File: src/rtl/dbg_bus_reg_slave.sv
// ============================================================================
// dbg_bus_reg_slave : debug-bus register slave (ID/CTRL/STATUS/SCRATCH0..4)
// Revision: 1.0 - initial release
// ============================================================================
`default_nettype none

module dbg_bus_reg_slave #(
  parameter int          ADDR_WIDTH  = 15,
  parameter int          WAIT_CYCLES = 0,
  parameter logic [31:0] ID_VALUE    = 32'hDB60_0001
) (
  input  logic                  clk,
  input  logic                  rst,
  input  logic                  req,
  input  logic [ADDR_WIDTH-1:0] addr,
  input  logic                  we,
  input  logic [31:0]           wdata,
  output logic                  gnt,
  output logic                  rvalid,
  output logic [31:0]           rdata,
  input  logic [31:0]           status_i,
  output logic [31:0]           ctrl_o
);

  typedef enum logic [0:0] {
    ST_IDLE = 1'b0,
    ST_WAIT = 1'b1
  } state_t;

  localparam logic [2:0] C_WAIT = 3'(WAIT_CYCLES);

  state_t      r_state;
  state_t      w_state_nxt;
  logic [2:0]  r_cnt;
  logic [2:0]  w_cnt_nxt;
  logic [3:0]  w_idx;
  logic        w_gnt;
  logic [31:0] w_rd_val;
  logic [31:0] r_ctrl;
  logic [31:0] r_scratch [0:4];
  logic [31:0] r_rdata;
  logic        r_rvalid;
  logic        w_unused_addr;

  // Only addr[5:2] selects a register; the rest alias.
  assign w_idx         = addr[5:2];
  assign w_unused_addr = ^addr;

  assign w_gnt  = req && !rst && (r_cnt == C_WAIT);
  assign gnt    = w_gnt;
  assign rvalid = r_rvalid;
  assign rdata  = r_rdata;
  assign ctrl_o = r_ctrl;

  always_ff @(posedge clk) begin
    if (rst) begin
      r_state <= ST_IDLE;
      r_cnt   <= 3'd0;
    end else begin
      r_state <= w_state_nxt;
      r_cnt   <= w_cnt_nxt;
    end
  end

  // Counter reaches WAIT_CYCLES exactly N cycles after req first rises.
  always_comb begin
    w_state_nxt = r_state;
    w_cnt_nxt   = r_cnt;
    case (r_state)
      ST_IDLE: begin
        w_cnt_nxt = 3'd0;
        if (req && !w_gnt) begin
          w_state_nxt = ST_WAIT;
          w_cnt_nxt   = 3'd1;
        end
      end
      ST_WAIT: begin
        if (!req || w_gnt) begin
          w_state_nxt = ST_IDLE;
          w_cnt_nxt   = 3'd0;
        end else begin
          w_cnt_nxt = r_cnt + 3'd1;
        end
      end
      default: begin
        w_state_nxt = ST_IDLE;
        w_cnt_nxt   = 3'd0;
      end
    endcase
  end

  always_comb begin
    w_rd_val = 32'd0;
    case (w_idx)
      4'd0:    w_rd_val = ID_VALUE;
      4'd1:    w_rd_val = r_ctrl;
      4'd2:    w_rd_val = status_i;
      4'd3:    w_rd_val = r_scratch[0];
      4'd4:    w_rd_val = r_scratch[1];
      4'd5:    w_rd_val = r_scratch[2];
      4'd6:    w_rd_val = r_scratch[3];
      4'd7:    w_rd_val = r_scratch[4];
      default: w_rd_val = 32'd0;
    endcase
  end

  always_ff @(posedge clk) begin
    if (rst) begin
      r_ctrl <= 32'd0;
      for (int i = 0; i < 5; i++) begin
        r_scratch[i] <= 32'd0;
      end
    end else if (w_gnt && we) begin
      case (w_idx)
        4'd1:    r_ctrl       <= wdata;
        4'd3:    r_scratch[0] <= wdata;
        4'd4:    r_scratch[1] <= wdata;
        4'd5:    r_scratch[2] <= wdata;
        4'd6:    r_scratch[3] <= wdata;
        4'd7:    r_scratch[4] <= wdata;
        default: ;
      endcase
    end
  end

  // rdata only moves on a grant, so it stays put between rvalid pulses.
  always_ff @(posedge clk) begin
    if (rst) begin
      r_rvalid <= 1'b0;
      r_rdata  <= 32'd0;
    end else begin
      r_rvalid <= w_gnt;
      if (w_gnt) begin
        r_rdata <= we ? 32'd0 : w_rd_val;
      end
    end
  end

endmodule

`default_nettype wire

File: config.mk
export PLATFORM = sky130hd
export DESIGN_NAME = dbg_bus_reg_slave
export DESIGN_NICKNAME = d
export VERILOG_FILES = /design/src/rtl/dbg_bus_reg_slave.sv
export SDC_FILE = /design/constraint.sdc
export NUM_CORES = 1
export LEC_CHECK = 0
export ABC_AREA = 1
export BUFFER_PORTS_ARGS = -buffer_cell sky130_fd_sc_hd__buf_4
export CAP_MARGIN = 20
export CORE_AREA = 2 2 151 153
export DETAILED_ROUTE_END_ITERATION = 8
export DIE_AREA = 0 0 153 155
export MAX_ROUTING_LAYER = met4
export PLACE_DENSITY_LB_ADDON = 0.12
export SLEW_MARGIN = 20
export SYNTH_ARGS = -nofsm -noshare
export SYNTH_HDL_FRONTEND = slang
export SYNTH_SLANG_ARGS = --single-unit
File: constraint.sdc
create_clock -name clk -period 2.1 [get_ports clk]
set_input_delay 0.21 -clock clk [delete_from_list [all_inputs] [get_ports clk]]
set_output_delay 0.21 -clock clk [all_outputs]
set_load 0.02 [all_outputs]
==> out/qor.csv <==
metric;value;unit
end_kind;primary output;
power;10.15;mW
synth_edf_count;160;
syn_nets;1136;
via_per_inst;5.102;
report.final.setup_viol;0;
yosysSeqAreaShare;63.46;%
synth_warnings;0;
postRouteAntennaNets;0;
root_buffer;clkbuf_16;
ir_drop;0.0006005;V
clk_latency;0.51;ns
rsz0062_at_grt;false;
slew_viol_final;0;
crit_slowest_cell;dfxtp_1;
core;22230;um2
fin_crit;1.973;ns
fp.dieW;153;um
post_cts_resized;0;
setup_tns;0;ns
cp_top_family;buffers and inverters;
hpwl;16030;um
finClkSkew;0.01077;ns
final-hold-violation-count;0;
grt_pass1_vias;7554;
status;complete, no violations;
num-nets-final;1302;
synth_area_per_cell;9.275;um2
drc;0;
die_h;155;um
tritoncts;built;
required;1.89;ns
cts_htree_levels;1;
synthFlopType;edfxtp_1;
clockBufferDepth;3;
crit_buf_inv;4;
diodes;0;
grt.overflow.total;0;
avgRoutedWirePerCell;17.20;um
dr.first_iter.drc_count;476;
antenna_found_initial;0;
synthToLayoutAreaGrowth;27.76;%
crit_arrival;1.76;ns
cellLeakagePower;5.602;nW
totalWireLength;26140;um
path_max_fanout;36;
async_flop_share;0;%
synth_cell_types;23;
io_buffers;137;
syn_inst;1051;
rows;55;
worstSetupPathType;reg2out;
crit_chain;inv_1, ha_1, nand3_4, buf_12, inv_1, buf_4;
cts.clk_slew.worst_paths;0.06;ns
hp-class;in2reg;
start_kind;flip-flop;
clkSinkCount;229;
fin_crit_sh;93.97;%
slew-limit-headroom;60.72;%
synth-seq-cells;229;
grt_pass1_wl;40760;um
cap_viol_max_count;0;
gp_congestion;0.8036;
io_pins;149;
vias;7755;
netlist_area;9748;um2
pwr_density_cell;815.1;nW/um2
fmax;506.8;MHz
final_util;56.03;%
start_util;43.86;%
fp.dieArea;23720;um2
hold_buffers;33;
path_common_cell;inv_1;
drive_gt1_share;18.79;%
worstMarginPinSlew;0.5886;ns
max_stage_delay;0.36;ns
grt_usage;22.60;%
post-cts-setup-buffers;0;
numCtsBuffers;25;
drtPass1Iterations;5;
grt_max_degree;73;
## worst paths after layout
check	startpoint	to	slack [ns]	cells after the start
worst min-delay path	status_i[7]	rdata[7]	0.16	7
worst max-delay path	r_cnt[0]	gnt	0.13	6
worst max register to register	r_cnt[0]	r_scratch[0][56]	0.21	9
worst min register to register	r_state	r_cnt[0]	0.45	1
## report_power, final
part,internal (mW),switching [mW]
Combinational,0.283,0.475
Clock,2.62,1.75
Sequential,4.98,0.0437
Total,7.89,2.26
## kinds of logic (layout without fill, tap and decap cells)
group	Yosys count	in the layout	synth area share [%]
compound gates	66	66	3.414
simple gates	619	619	26.95
xor+xnor	1	1	0.08986
buf+inv	134	318	5.827
fa+ha+maj	2	2	0.2567
flops	229	229	63.46
## registers in the layout, indices dropped and copies added (netlist names)
name and count:
r_scratch 160, ctrl_o 32, rvalid 1, r_state 1
rdata 32, r_cnt 3
## layer usage
layer  wire [um]  part of all wire [%]  up-vias  GRT usage [%]
met5           0                     0        -              -
met4         794                   3.0        0          7.187
met3        1349                   5.2       53          3.343
met2       12390                    47      232          37.28
met1       11610                    44     3638          29.07
li1            -                     -     3832              -
## final cells by class
class	instances	area [um2]
fillers	1992	9773
flip-flops and latches	229	6186
multi-input cells	688	3048
repair buffers	205	1784
clock buffers	28	656.9
well taps	285	356.6
inverters	68	255.2
clock inverters	17	167.7
## placed cells by master, fill, tap and decap left out
cell             n
clkbuf_1         1
inv_1           65
nand3_4          1
dfxtp_1         69
clkinv_1         3
dlygate4sd3_1   33
clkinv_4         1
edfxtp_1       160
buf_12          13
nor2_4           6
inv_6            1
a211oi_1         1
clkinv_2         6
inv_4            3
xnor2_1          1
nand2_1        243
nor3_1           3
buf_4          159
nand4_2          1
nor2_2           1
ha_1             2
o21ai_0         33
nor3_4           1
nand2_2          5
inv_2            3
nor2_1         155
a21oi_1         32
nand3_2          1
nand3_1        202
clkbuf_8         2
clkbuf_16       25
bufinv_16        3
## worst register-to-register path: cells and delay by family, from the launching register on
family        cells  cell delay [ns]
flops             1             0.36
simple gates      5             0.64
fa+ha+maj         1             0.22
buf+inv           3             0.42
## Yosys cell counts (2+ instances only)
master | count | area [um2]
edfxtp_1 | 160 | 4805
nor3_1 | 3 | 15.01
buf_1 | 2 | 7.510
ha_1 | 2 | 25.02
nand3_1 | 202 | 1011
inv_2 | 3 | 11.26
dfxtp_1 | 69 | 1381
nor2_2 | 2 | 12.51
nand2_1 | 248 | 930.9
clkbuf_1 | 26 | 97.59
buf_4 | 7 | 52.55
inv_1 | 65 | 244.0
o21ai_0 | 33 | 165.2
nor2_1 | 159 | 596.8
a21oi_1 | 32 | 160.2
buf_2 | 31 | 155.2
## per-stage QoR
stage	cell area (um2)	hold slack (ns)	worst slack (ns)	std cells
after floorplan	9748	0.3632	0.04619	1051
final	12450	0.1637	0.1266	1520
after global placement	11300	0.4279	0.2072	1442
after global routing	12450	0.1768	0.007842	1520
after CTS	12450	0.1498	0.1015	1520
after detailed placement	11300	0.4489	0.1904	1442
No activity file was read; power rests on OpenSTA's default activity.
